**config.mk**
```make
export PLATFORM = sky130hd
export DESIGN_NAME = muldiv_hilo_flat
export DESIGN_NICKNAME = d
export VERILOG_FILES = /design/src/rtl/muldiv_hilo_if.sv /design/src/rtl/muldiv_hilo.sv /design/src/flat_wrapper.sv
export SDC_FILE = /design/constraint.sdc
export NUM_CORES = 1
export LEC_CHECK = 0
export BUFFER_PORTS_ARGS = -buffer_cell sky130_fd_sc_hd__buf_2
export CAP_MARGIN = 15
export CORE_MARGIN = 2
export CORE_UTILIZATION = 35
export CTS_CLUSTER_DIAMETER = 120
export DETAILED_ROUTE_END_ITERATION = 6
export SYNTH_ARGS = -nofsm -noshare
export SYNTH_HDL_FRONTEND = slang
export SYNTH_SLANG_ARGS = --single-unit
```
**constraint.sdc**
```tcl
create_clock -name clk -period 13.6 [get_ports clk]
set_input_delay 1.36 -clock clk [delete_from_list [all_inputs] [get_ports clk]]
set_output_delay 1.36 -clock clk [all_outputs]
set_load 0.05 [all_outputs]
```
**src/rtl/muldiv_hilo_if.sv**
```systemverilog
// muldiv_hilo_if -- request/result bundle for the muldiv_hilo HI/LO unit.
//
// Signals (as seen from the master, i.e. the requester):
//   start  out  1   request a new operation (honoured only while busy=0)
//   op     out  2   00 mult, 01 multu, 10 div, 11 divu
//   sr     out  32  multiplicand / dividend
//   tg     out  32  multiplier / divisor
//   mthi   out  1   write wdata into HI
//   mtlo   out  1   write wdata into LO
//   wdata  out  32  data for mthi/mtlo
//   busy   in   1   operation in progress
//   done   in   1   one-cycle pulse, HI/LO carry the new result
//   hi     in   32  HI register (product upper word / remainder)
//   lo     in   32  LO register (product lower word / quotient)
//   dz     in   1   sticky divide-by-zero flag of the last divide
interface muldiv_hilo_if;
    logic        start;
    logic [1:0]  op;
    logic [31:0] sr;
    logic [31:0] tg;
    logic        mthi;
    logic        mtlo;
    logic [31:0] wdata;
    logic        busy;
    logic        done;
    logic [31:0] hi;
    logic [31:0] lo;
    logic        dz;

    modport master (
        output start, op, sr, tg, mthi, mtlo, wdata,
        input  busy, done, hi, lo, dz
    );

    modport slave (
        input  start, op, sr, tg, mthi, mtlo, wdata,
        output busy, done, hi, lo, dz
    );
endinterface

```
**src/rtl/muldiv_hilo.sv**
```systemverilog
// muldiv_hilo -- iterative 32x32 multiply / 32/32 divide unit with HI/LO
// result registers.
//
// Ports:
//   clk  in  rising-edge clock for all state
//   rst  in  synchronous active-high reset (priority over everything)
//   bus  muldiv_hilo_if.slave  request, mthi/mtlo and result signals
//
// Operation: an accepted start (IDLE, start=1) latches op/sr/tg, then RUN
// processes one operand bit per cycle for 32 cycles (shift-add multiply or
// restoring divide over magnitudes), and FIN presents the sign-corrected
// result on hi/lo together with a one-cycle done pulse. busy covers RUN and
// FIN. mthi/mtlo only write while the unit is idle.
//
// Configuration macro MULDIV_FAST_ZERO_EN: when defined, a multiply with a
// zero operand or a divide by zero jumps straight from the accept edge to
// FIN (busy and done both high for a single cycle). Results are identical
// either way.
module muldiv_hilo (
    input  logic         clk,
    input  logic         rst,
    muldiv_hilo_if.slave bus
);

    typedef enum logic [1:0] {
        ST_IDLE = 2'd0,
        ST_RUN  = 2'd1,
        ST_FIN  = 2'd2
    } state_t;

    // Conditional two's-complement negate, 32 bits.
    function automatic logic [31:0] cond_neg32(input logic neg, input logic [31:0] v);
        return neg ? (32'd0 - v) : v;
    endfunction

    // Conditional two's-complement negate, 64 bits.
    function automatic logic [63:0] cond_neg64(input logic neg, input logic [63:0] v);
        return neg ? (64'd0 - v) : v;
    endfunction

    state_t      state_r;
    state_t      state_nxt_s;
    logic [4:0]  cnt_r;
    logic        busy_r;
    logic        done_r;
    logic        dz_r;
    logic [31:0] hi_r;
    logic [31:0] lo_r;

    // Latched operation context
    logic        is_div_r;
    logic        neg_res_r;   // product / quotient must be negated
    logic        neg_rem_r;   // remainder must be negated (dividend negative)
    logic        tg_zero_r;
    logic [31:0] sr_r;
    logic [31:0] opnd_r;      // multiplicand magnitude or divisor magnitude
    logic [31:0] acc_hi_r;    // partial product upper word / partial remainder
    logic [31:0] acc_lo_r;    // multiplier bits shifting out / quotient bits shifting in

    logic        idle_s;
    logic        accept_s;
    logic        fast_s;
    logic        last_s;
    logic        in_signed_s;
    logic        sr_neg_s;
    logic        tg_neg_s;
    logic [31:0] sr_mag_s;
    logic [31:0] tg_mag_s;

    logic [32:0] sum_s;
    logic [32:0] rem_sh_s;
    logic [31:0] sub_s;
    logic        ge_s;
    logic [31:0] step_hi_s;
    logic [31:0] step_lo_s;

    logic [63:0] prod_s;
    logic [31:0] quo_s;
    logic [31:0] rem_s;
    logic        wr_res_s;
    logic [31:0] res_hi_s;
    logic [31:0] res_lo_s;
    logic        res_dz_s;

    // Accept / fast-path decode and operand magnitudes at the request.
    always_comb begin
        idle_s      = (state_r == ST_IDLE);
        accept_s    = idle_s && bus.start;
        last_s      = (state_r == ST_RUN) && (cnt_r == 5'd31);
        in_signed_s = ~bus.op[0];
        sr_neg_s    = in_signed_s & bus.sr[31];
        tg_neg_s    = in_signed_s & bus.tg[31];
        sr_mag_s    = cond_neg32(sr_neg_s, bus.sr);
        tg_mag_s    = cond_neg32(tg_neg_s, bus.tg);
`ifdef MULDIV_FAST_ZERO_EN
        if (bus.op[1]) begin
            fast_s = accept_s && (bus.tg == 32'd0);
        end else begin
            fast_s = accept_s && ((bus.sr == 32'd0) || (bus.tg == 32'd0));
        end
`else
        fast_s = 1'b0;
`endif
    end

    // Next-state logic of the IDLE -> RUN -> FIN -> IDLE controller.
    always_comb begin
        state_nxt_s = state_r;
        case (state_r)
            ST_IDLE: begin
                if (accept_s) begin
                    if (fast_s) begin
                        state_nxt_s = ST_FIN;
                    end else begin
                        state_nxt_s = ST_RUN;
                    end
                end else begin
                    state_nxt_s = ST_IDLE;
                end
            end
            ST_RUN: begin
                if (last_s) begin
                    state_nxt_s = ST_FIN;
                end else begin
                    state_nxt_s = ST_RUN;
                end
            end
            ST_FIN:  state_nxt_s = ST_IDLE;
            default: state_nxt_s = ST_IDLE;
        endcase
    end

    // State register; busy/done are registered from the next state so they
    // line up exactly with RUN/FIN.
    always_ff @(posedge clk) begin
        if (rst) begin
            state_r <= ST_IDLE;
            busy_r  <= 1'b0;
            done_r  <= 1'b0;
        end else begin
            state_r <= state_nxt_s;
            busy_r  <= (state_nxt_s != ST_IDLE);
            done_r  <= (state_nxt_s == ST_FIN);
        end
    end

    // One iteration: shift-add multiply step or restoring divide step.
    always_comb begin
        // Multiply: add multiplicand when the current multiplier bit is set,
        // then shift the 65-bit {carry, hi, lo} right by one.
        sum_s    = {1'b0, acc_hi_r} + (acc_lo_r[0] ? {1'b0, opnd_r} : 33'd0);
        // Divide: bring the next dividend bit into the remainder and try to
        // subtract. The partial remainder stays below the divisor, so the
        // difference always fits in 32 bits.
        rem_sh_s = {acc_hi_r, acc_lo_r[31]};
        ge_s     = (rem_sh_s >= {1'b0, opnd_r});
        sub_s    = rem_sh_s[31:0] - opnd_r;
        if (is_div_r) begin
            if (ge_s) begin
                step_hi_s = sub_s;
                step_lo_s = {acc_lo_r[30:0], 1'b1};
            end else begin
                step_hi_s = rem_sh_s[31:0];
                step_lo_s = {acc_lo_r[30:0], 1'b0};
            end
        end else begin
            step_hi_s = sum_s[32:1];
            step_lo_s = {sum_s[0], acc_lo_r[31:1]};
        end
    end

    // Final sign correction and selection of the value written at FIN entry.
    always_comb begin
        prod_s   = cond_neg64(neg_res_r, {step_hi_s, step_lo_s});
        quo_s    = cond_neg32(neg_res_r, step_lo_s);
        rem_s    = cond_neg32(neg_rem_r, step_hi_s);
        wr_res_s = fast_s | last_s;
        if (fast_s) begin
            // Only reachable for a zero multiply or a divide by zero.
            res_dz_s = bus.op[1];
            res_hi_s = bus.op[1] ? bus.sr : 32'd0;
            res_lo_s = bus.op[1] ? 32'hFFFF_FFFF : 32'd0;
        end else if (is_div_r && tg_zero_r) begin
            res_dz_s = 1'b1;
            res_hi_s = sr_r;
            res_lo_s = 32'hFFFF_FFFF;
        end else if (is_div_r) begin
            res_dz_s = 1'b0;
            res_hi_s = rem_s;
            res_lo_s = quo_s;
        end else begin
            res_dz_s = 1'b0;
            res_hi_s = prod_s[63:32];
            res_lo_s = prod_s[31:0];
        end
    end

    // Operand latch on accept and iteration datapath during RUN.
    always_ff @(posedge clk) begin
        if (rst) begin
            cnt_r     <= 5'd0;
            is_div_r  <= 1'b0;
            neg_res_r <= 1'b0;
            neg_rem_r <= 1'b0;
            tg_zero_r <= 1'b0;
            sr_r      <= 32'd0;
            opnd_r    <= 32'd0;
            acc_hi_r  <= 32'd0;
            acc_lo_r  <= 32'd0;
        end else if (accept_s) begin
            cnt_r     <= 5'd0;
            is_div_r  <= bus.op[1];
            neg_res_r <= sr_neg_s ^ tg_neg_s;
            neg_rem_r <= sr_neg_s;
            tg_zero_r <= (bus.tg == 32'd0);
            sr_r      <= bus.sr;
            acc_hi_r  <= 32'd0;
            if (bus.op[1]) begin
                opnd_r   <= tg_mag_s;
                acc_lo_r <= sr_mag_s;
            end else begin
                opnd_r   <= sr_mag_s;
                acc_lo_r <= tg_mag_s;
            end
        end else if (state_r == ST_RUN) begin
            cnt_r    <= cnt_r + 5'd1;
            acc_hi_r <= step_hi_s;
            acc_lo_r <= step_lo_s;
        end else begin
            cnt_r    <= cnt_r;
            acc_hi_r <= acc_hi_r;
            acc_lo_r <= acc_lo_r;
        end
    end

    // HI/LO/dz: result write at FIN entry wins over a coincident mthi/mtlo;
    // mthi/mtlo otherwise only write while idle.
    always_ff @(posedge clk) begin
        if (rst) begin
            hi_r <= 32'd0;
            lo_r <= 32'd0;
            dz_r <= 1'b0;
        end else if (wr_res_s) begin
            hi_r <= res_hi_s;
            lo_r <= res_lo_s;
            dz_r <= res_dz_s;
        end else begin
            if (idle_s && bus.mthi) begin
                hi_r <= bus.wdata;
            end else begin
                hi_r <= hi_r;
            end
            if (idle_s && bus.mtlo) begin
                lo_r <= bus.wdata;
            end else begin
                lo_r <= lo_r;
            end
            if (accept_s) begin
                dz_r <= 1'b0;
            end else begin
                dz_r <= dz_r;
            end
        end
    end

    assign bus.busy = busy_r;
    assign bus.done = done_r;
    assign bus.hi   = hi_r;
    assign bus.lo   = lo_r;
    assign bus.dz   = dz_r;

endmodule

```
**src/flat_wrapper.sv**
```systemverilog
// flat-port wrapper written by rule: the top's interface ports become plain ports
module muldiv_hilo_flat 
  (clk, rst, bus_start, bus_op, bus_sr, bus_tg, bus_mthi, bus_mtlo, bus_wdata, bus_busy, bus_done, bus_hi, bus_lo, bus_dz);
  muldiv_hilo_if bus_i ();
  input  logic clk;
  input  logic rst;
  input wire logic [$bits(bus_i.start)-1:0] bus_start;
  input wire logic [$bits(bus_i.op)-1:0] bus_op;
  input wire logic [$bits(bus_i.sr)-1:0] bus_sr;
  input wire logic [$bits(bus_i.tg)-1:0] bus_tg;
  input wire logic [$bits(bus_i.mthi)-1:0] bus_mthi;
  input wire logic [$bits(bus_i.mtlo)-1:0] bus_mtlo;
  input wire logic [$bits(bus_i.wdata)-1:0] bus_wdata;
  output wire logic [$bits(bus_i.busy)-1:0] bus_busy;
  output wire logic [$bits(bus_i.done)-1:0] bus_done;
  output wire logic [$bits(bus_i.hi)-1:0] bus_hi;
  output wire logic [$bits(bus_i.lo)-1:0] bus_lo;
  output wire logic [$bits(bus_i.dz)-1:0] bus_dz;
  assign bus_i.start = bus_start;
  assign bus_i.op = bus_op;
  assign bus_i.sr = bus_sr;
  assign bus_i.tg = bus_tg;
  assign bus_i.mthi = bus_mthi;
  assign bus_i.mtlo = bus_mtlo;
  assign bus_i.wdata = bus_wdata;
  assign bus_busy = bus_i.busy;
  assign bus_done = bus_i.done;
  assign bus_hi = bus_i.hi;
  assign bus_lo = bus_i.lo;
  assign bus_dz = bus_i.dz;
  muldiv_hilo u_core (.clk(clk), .rst(rst), .bus(bus_i));
endmodule
```
-- Word level (Yosys, flattened, before mapping)
Index checks and enable logic that the tools add are counted.
- register bits after elaboration: 206
- output and inout bits: 67
- word-level logic and storage cells: 72
- multiplexer cells: 28
- $add $sub $neg: 8
- bitwise logic cells: 4
- reductions and logical operators: 13
- magnitude comparators: 1
- equal/unequal tests: 3
- operator list (operator ; count):
    $mux W32 ; 20
    $sub A1 B32 Y32 const A ; 4
    $mux W64 ; 1
    $sub A1 B64 Y64 const A ; 1
    $add A32 B33 Y33 ; 1
    $ge A33 B32 Y1 ; 1
    $logic_not A32 Y1 ; 1
    $sub A32 B32 Y32 ; 1
    $reduce_bool A2 Y1 ; 5
    $add A5 B1 Y5 const B ; 1
    $eq A5 B5 Y1 const B ; 1
    $logic_and A1 B1 Y1 ; 5
    $mux W1 ; 5
    $pmux W2 S2 ; 1
    $and A1 B1 Y1 ; 2
    $eq A2 B1 Y1 const B ; 1
    $eq A2 B2 Y1 const B ; 1
    $logic_not A2 Y1 ; 1
    $mux W2 ; 1
    $reduce_or A2 Y1 ; 1
    $not A1 Y1 ; 1
    $xor A1 B1 Y1 ; 1

-- Logic depth before layout (Yosys ltp)
- word-level depth: 8
- depth in mapped cells: 23

-- Least setup slack after synthesis
Ideal clock, no wire load.
- path kind: reg-to-reg
- from: register u_core.opnd_r[27]
- to: register u_core.hi_r[24], in the netlist u_core.bus.hi[24]
- setup time: 114 ps
- period minus slack after synthesis: 4958 ps
- path slack: 8642 ps
- cell stages (with the launch flop): 22
- required time: 13486 ps
- arrival: 4843 ps
- path buffers: 2
- cell sequence: dfxtp_1 inv_1 ha_1 and4_4 and4_4 a311o_1 a211oi_4 clkbuf_1 a31o_2 ha_1 o21ai_0 or4_1 or3_1 clkbuf_1 nor2_1 nor2_1 nor3_1 a21oi_1 nor3_1 a21oi_1 xor2_1 a2111oi_0
- word-level cells in the longest chain between the ends: 8
- elaborated cells between the ends (all ways): 12
- classes of those cells: add/sub (2); order compare (1); mux (9)
- ends and longest elaborated chain (element ; line ; RTL):
    start: declaration ; muldiv_hilo.sv:56 ; logic [31:0] opnd_r;
    start signal: assignment ; muldiv_hilo.sv:219 ; opnd_r <= tg_mag_s;
    start signal: assignment ; muldiv_hilo.sv:222 ; opnd_r <= sr_mag_s;
    $ge A33 B32 Y1 (*) ; muldiv_hilo.sv:156 ; ge_s = (rem_sh_s >= {1'b0, opnd_r});
    $mux W1 / $mux W32 (equally long branches) ; muldiv_hilo.sv:159 ; if (ge_s) begin
    $mux W32 ; muldiv_hilo.sv:158 ; if (is_div_r) begin
    $sub A1 B64 Y64 / $sub A1 B32 Y32 (equally long branches) ; muldiv_hilo.sv:38, muldiv_hilo.sv:33 ;
    $mux W64 / $mux W32 (equally long branches) ; muldiv_hilo.sv:38, muldiv_hilo.sv:33 ;
    $mux W32 (*) ; muldiv_hilo.sv:187 ; end else if (is_div_r) begin
    $mux W32 (*) ; muldiv_hilo.sv:183 ; end else if (is_div_r && tg_zero_r) begin
    $mux W32 (*) ; muldiv_hilo.sv:243 ; end else if (wr_res_s) begin
    end signal: assignment ; muldiv_hilo.sv:244 ; hi_r <= res_hi_s;
    end signal: assignment ; muldiv_hilo.sv:249 ; hi_r <= bus.wdata;
    end signal: assignment ; muldiv_hilo.sv:251 ; hi_r <= hi_r;
    end: declaration ; muldiv_hilo.sv:47 ; logic [31:0] hi_r;
Mark *: on every way between the ends. The rest lies on a longest branch, timed or not.
A chain may end at the register's enable or synchronous reset.

-- Final worst setup path
- from: register u_core.opnd_r[6]
- to: register u_core.hi_r[24], in the netlist u_core.bus.hi[24]
- word-level cells in the longest chain between the ends: 8
- elaborated cells between the ends (all ways): 15
- classes of those cells: add/sub (4); order compare (1); mux (10)
- ends and longest elaborated chain (element ; line ; RTL):
    $mux W32 (tied with other cells) ; muldiv_hilo.sv:151 ; sum_s = {1'b0, acc_hi_r} + (acc_lo_r[0] ? {1'b0, opnd_r} : 33'd0);
    $add A32 B33 Y33 (tied with other cells) ; muldiv_hilo.sv:151 ;
    $mux W32 ; muldiv_hilo.sv:158 ;
    $sub A1 B64 Y64 / $sub A1 B32 Y32 (equally long branches) ; muldiv_hilo.sv:38, muldiv_hilo.sv:33 ;
    $mux W64 / $mux W32 (equally long branches) ; muldiv_hilo.sv:38, muldiv_hilo.sv:33 ;
    $mux W32 (*) ; muldiv_hilo.sv:187 ;
    $mux W32 (*) ; muldiv_hilo.sv:183 ;
    $mux W32 (*) ; muldiv_hilo.sv:243 ;
Marks and branches as above.

==> flow_metrics.py <==
metrics = {
    "clocking": {
        "root_buffer": "clkbuf_16",
        "path_clk_slew_ns": 0.07,
        "cts_sinks": 206,
        "numCtsBuffers": 26,
        "cts_hold_buf": 0,
        "clk-insertion-delay-late_ns": 0.57,
        "post-cts-setup-buffer-count": 0,
        "tritoncts": "yes",
        "cts_resized": 0,
        "cts_buffer_depth": 3,
        "htreeDepth": 1,
    },
    "critical_path": {
        "critical_path.max_fanout": 19,
        "r2r-start": "u_core.opnd_r[6]",
        "worstReg2RegEnd": "u_core.bus.hi[24]",
        "crit_type": "reg -> reg",
        "cp-end-kind": "flop",
        "startpoint_type": "flop",
        "cp.arrival_ns": 6.64,
        "startpoint": "u_core.opnd_r[6]",
        "reg2reg_depth": 20,
        "r2r_setup_slack_ns": 7.41,
        "worstPathRequired_ns": 14.05,
        "crit_end": "u_core.bus.hi[24]",
    },
    "yosys": {
        "synthArstFlopShare": 0,
        "synth_flop_cell": "dfxtp_1",
        "synth_warnings": 0,
        "synth_area_leaders": "dfxtp_1, a21oi_1, nand2_1",
        "synth_edf_count": 0,
        "ys_ff_latch": 206,
        "syn-mean-instance-area_um2": 7.172,
        "synthesis.nets": 2599,
        "synthAdderAreaFrac": 0.05268,
        "synth-simple-area-share": 0.2427,
        "ys_seq_area_frac": 0.2372,
        "yosys.area.top_type_share": 0.2372,
        "synth_top_family_by_area": "compound AO/OA/AOI/OAI gates",
        "yosysUniqueCellTypes": 96,
        "synthesis.area_um2": 17380,
        "synth-compound-area-share": 0.3024,
        "syn-instance-count": 2424,
        "synth_area_leader_cell": "dfxtp_1",
        "synth.area.mux_share": 0.03332,
        "synth-xor-area-share": 0.07708,
    },
    "sta": {
        "finClkSkew_ns": 0.02258,
        "max_freq_mhz": 161.5,
        "rsz0062_at_grt": "false",
        "setup_violations": 0,
        "fin_crit_sh": 0.4553,
        "maxSlewViolCount": 0,
        "finalHoldViolCount": 0,
        "worst_pin_slew_ns": 1.195,
        "tns_ns": 0,
        "layout_setup_ws_ns": 7.408,
        "post-route-min-period_ns": 6.192,
        "relSlewSlack": 0.1985,
    },
    "min_path": {
        "hold_path_class": "reg -> reg",
        "min-delay-start": "u_core.bus.lo[5]",
    },
    "pwr": {
        "power_density_nw_per_um2": 111.5,
        "power.leakage_nw": 7.587,
        "ir_drop_v": 0.00008253,
    },
    "routing": {
        "final_antenna_net_count": 0,
        "totalWireLength_um": 77600,
        "dr.pass1.iters": 7,
        "vias": 19530,
        "drt_iter0_markers": 2287,
        "met1_length_um": 33650,
        "wire_per_inst_um": 24.50,
        "routed_via_density": 6.167,
        "top_layer": "met5",
        "wl_met3_um": 6871,
        "drc_errors": 1,
        "routed-wl-met2_um": 33600,
    },
    "place": {
        "dp_hpwl_um": 59300,
        "gp_congestion": 0.9793,
        "port_buffers": 169,
        "dpl_cell_area_um2": 18660,
        "place_ws_ns": 7.582,
    },
    "floorplanning": {
        "die_area_um2": 51470,
        "die_y_um": 226.9,
        "initial_core_util": 0.3551,
        "ios": 170,
        "row_count": 81,
        "core_area_um2": 48950,
        "fp.dieW_um": 226.9,
    },
    "flow_run": {
        "cap_violations": 0,
    },
    "finish": {
        "final_layout_size_suffix_gt1_frac": 0.1203,
        "multi_input_area_um2": 12350,
        "area_growth_pct": 12.32,
        "layout_commonest_cell": "nand2_1",
        "final_area_um2": 19530,
        "fill_cells": 5158,
        "register_area_um2": 4129,
        "fin_util": 0.3989,
        "final_nets": 2662,
        "final_cell_mix": "nand2_1, a21oi_1, nor2_1, dfxtp_1, buf_2",
    },
    "global_routing": {
        "antenna_found_initial": 6,
        "grt_max_degree": 89,
        "grt_pass1_vias": 17830,
        "grt-ovfl-total": 0,
        "grt_pass1_wl_um": 114900,
        "grtUsageTotal": 0.2946,
    },
    "outcome": {
        "status": "finished with violations",
        "violations": "DRC",
    },
}
[state kept, by name (all words and copies together), names as in the netlist, 2 cells and up]
name             flops
u_core.bus.lo       32
u_core.sr_r         32
u_core.bus.hi       32
u_core.acc_hi_r     32
u_core.acc_lo_r     32
u_core.state_r       2
u_core.opnd_r       32
u_core.cnt_r         5
[worst max-delay path, cell delays in order, from the launching register on]
cell       delay [ns]
dfxtp_1          0.36
inv_1            0.06
ha_1             0.38
a21o_1           0.24
a31o_2           0.30
a21oi_1          0.33
a311o_1          0.60
buf_4            0.37
a31o_2           0.32
ha_1             0.24
o21ai_0          0.17
or4_1            0.49
or3_1            0.51
nor2_1           0.32
nor2_1           0.18
nor3_1           0.17
a21oi_1          0.12
nor3_1           0.22
a21oi_1          0.12
xor2_1           0.18
a2111oi_0        0.38
[worst min path at each step]
stage                       endpoint  slack, ns  cells past startpoint
floorplan            u_core.sr_r[17]       0.43                      2
global placement    u_core.bus.lo[5]       0.44                      2
detailed placement  u_core.bus.lo[5]       0.44                      2
CTS                 u_core.bus.lo[5]       0.45                      2
global route        u_core.bus.hi[4]       0.47                      2
finish              u_core.bus.lo[5]       0.45                      2
[report_power, final]
part	switching [mW]	total [mW]	leakage (nW)	internal [mW]
clock network	0.300	0.708	0.394	0.408
logic	0.533	0.776	5.50	0.243
registers	0.0476	0.692	1.69	0.645
total	0.881	2.18	7.59	1.30
[synth_stat cells (17+ instances only)]
cell type  number
a211oi_1       53
a21o_1         32
a21oi_1       281
a31oi_1        25
and2_1         39
buf_2          19
clkbuf_1      132
dfxtp_1       206
ha_1           70
inv_1          65
mux2i_1        50
nand2_1       365
nand2b_1       17
nand3_1        40
nand4_1        24
nor2_1        204
nor2b_1        17
nor3_1         75
nor4_1         20
o211ai_1       97
o21ai_0       107
o221ai_1       38
o31ai_1        23
or3_1          32
xnor2_1        76
xor2_1         77
[cells by family (layout without fill, tap and decap cells)]
kind of cell | count (synthesis) | count (layout)
XOR/XNOR | 153 | 153
AO/OA/AOI/OAI | 801 | 801
AND/OR/NAND/NOR | 898 | 898
other | 0 | 1
multiplexers | 57 | 57
adder cells (fa/ha/maj) | 72 | 72
buffers and inverters | 237 | 315
flip-flops | 206 | 206
[area by class of cell]
type / instances / share of cell area
multi-input cells: 1981 / 0.6324
flip-flops and latches: 206 / 0.2115
diodes: 1 / 0.0001282
inverters: 67 / 0.01288
clock inverters: 9 / 0.005383
clock buffers: 34 / 0.03697
repair buffers: 205 / 0.05818
well taps: 664 / 0.04255
[routing by layer]
metal,vias up,global-route usage
met1,9376,0.4049
met3,165,0.05844
li1,8966,-
met2,1017,0.4499
met5,-,0
met4,8,0.1167
[through the flow]
step	power (mW)	hold WS (ns)	instances
2_1_floorplan	1.206	0.4319	2424
3_3_place_gp	1.454	0.4426	3119
3_5_place_dp	1.459	0.4404	3120
4_1_cts	2.158	0.4481	3163
5_1_grt	2.261	0.4747	3166
6_report	2.177	0.4465	3167
Power figures use the tool's default switching activity.
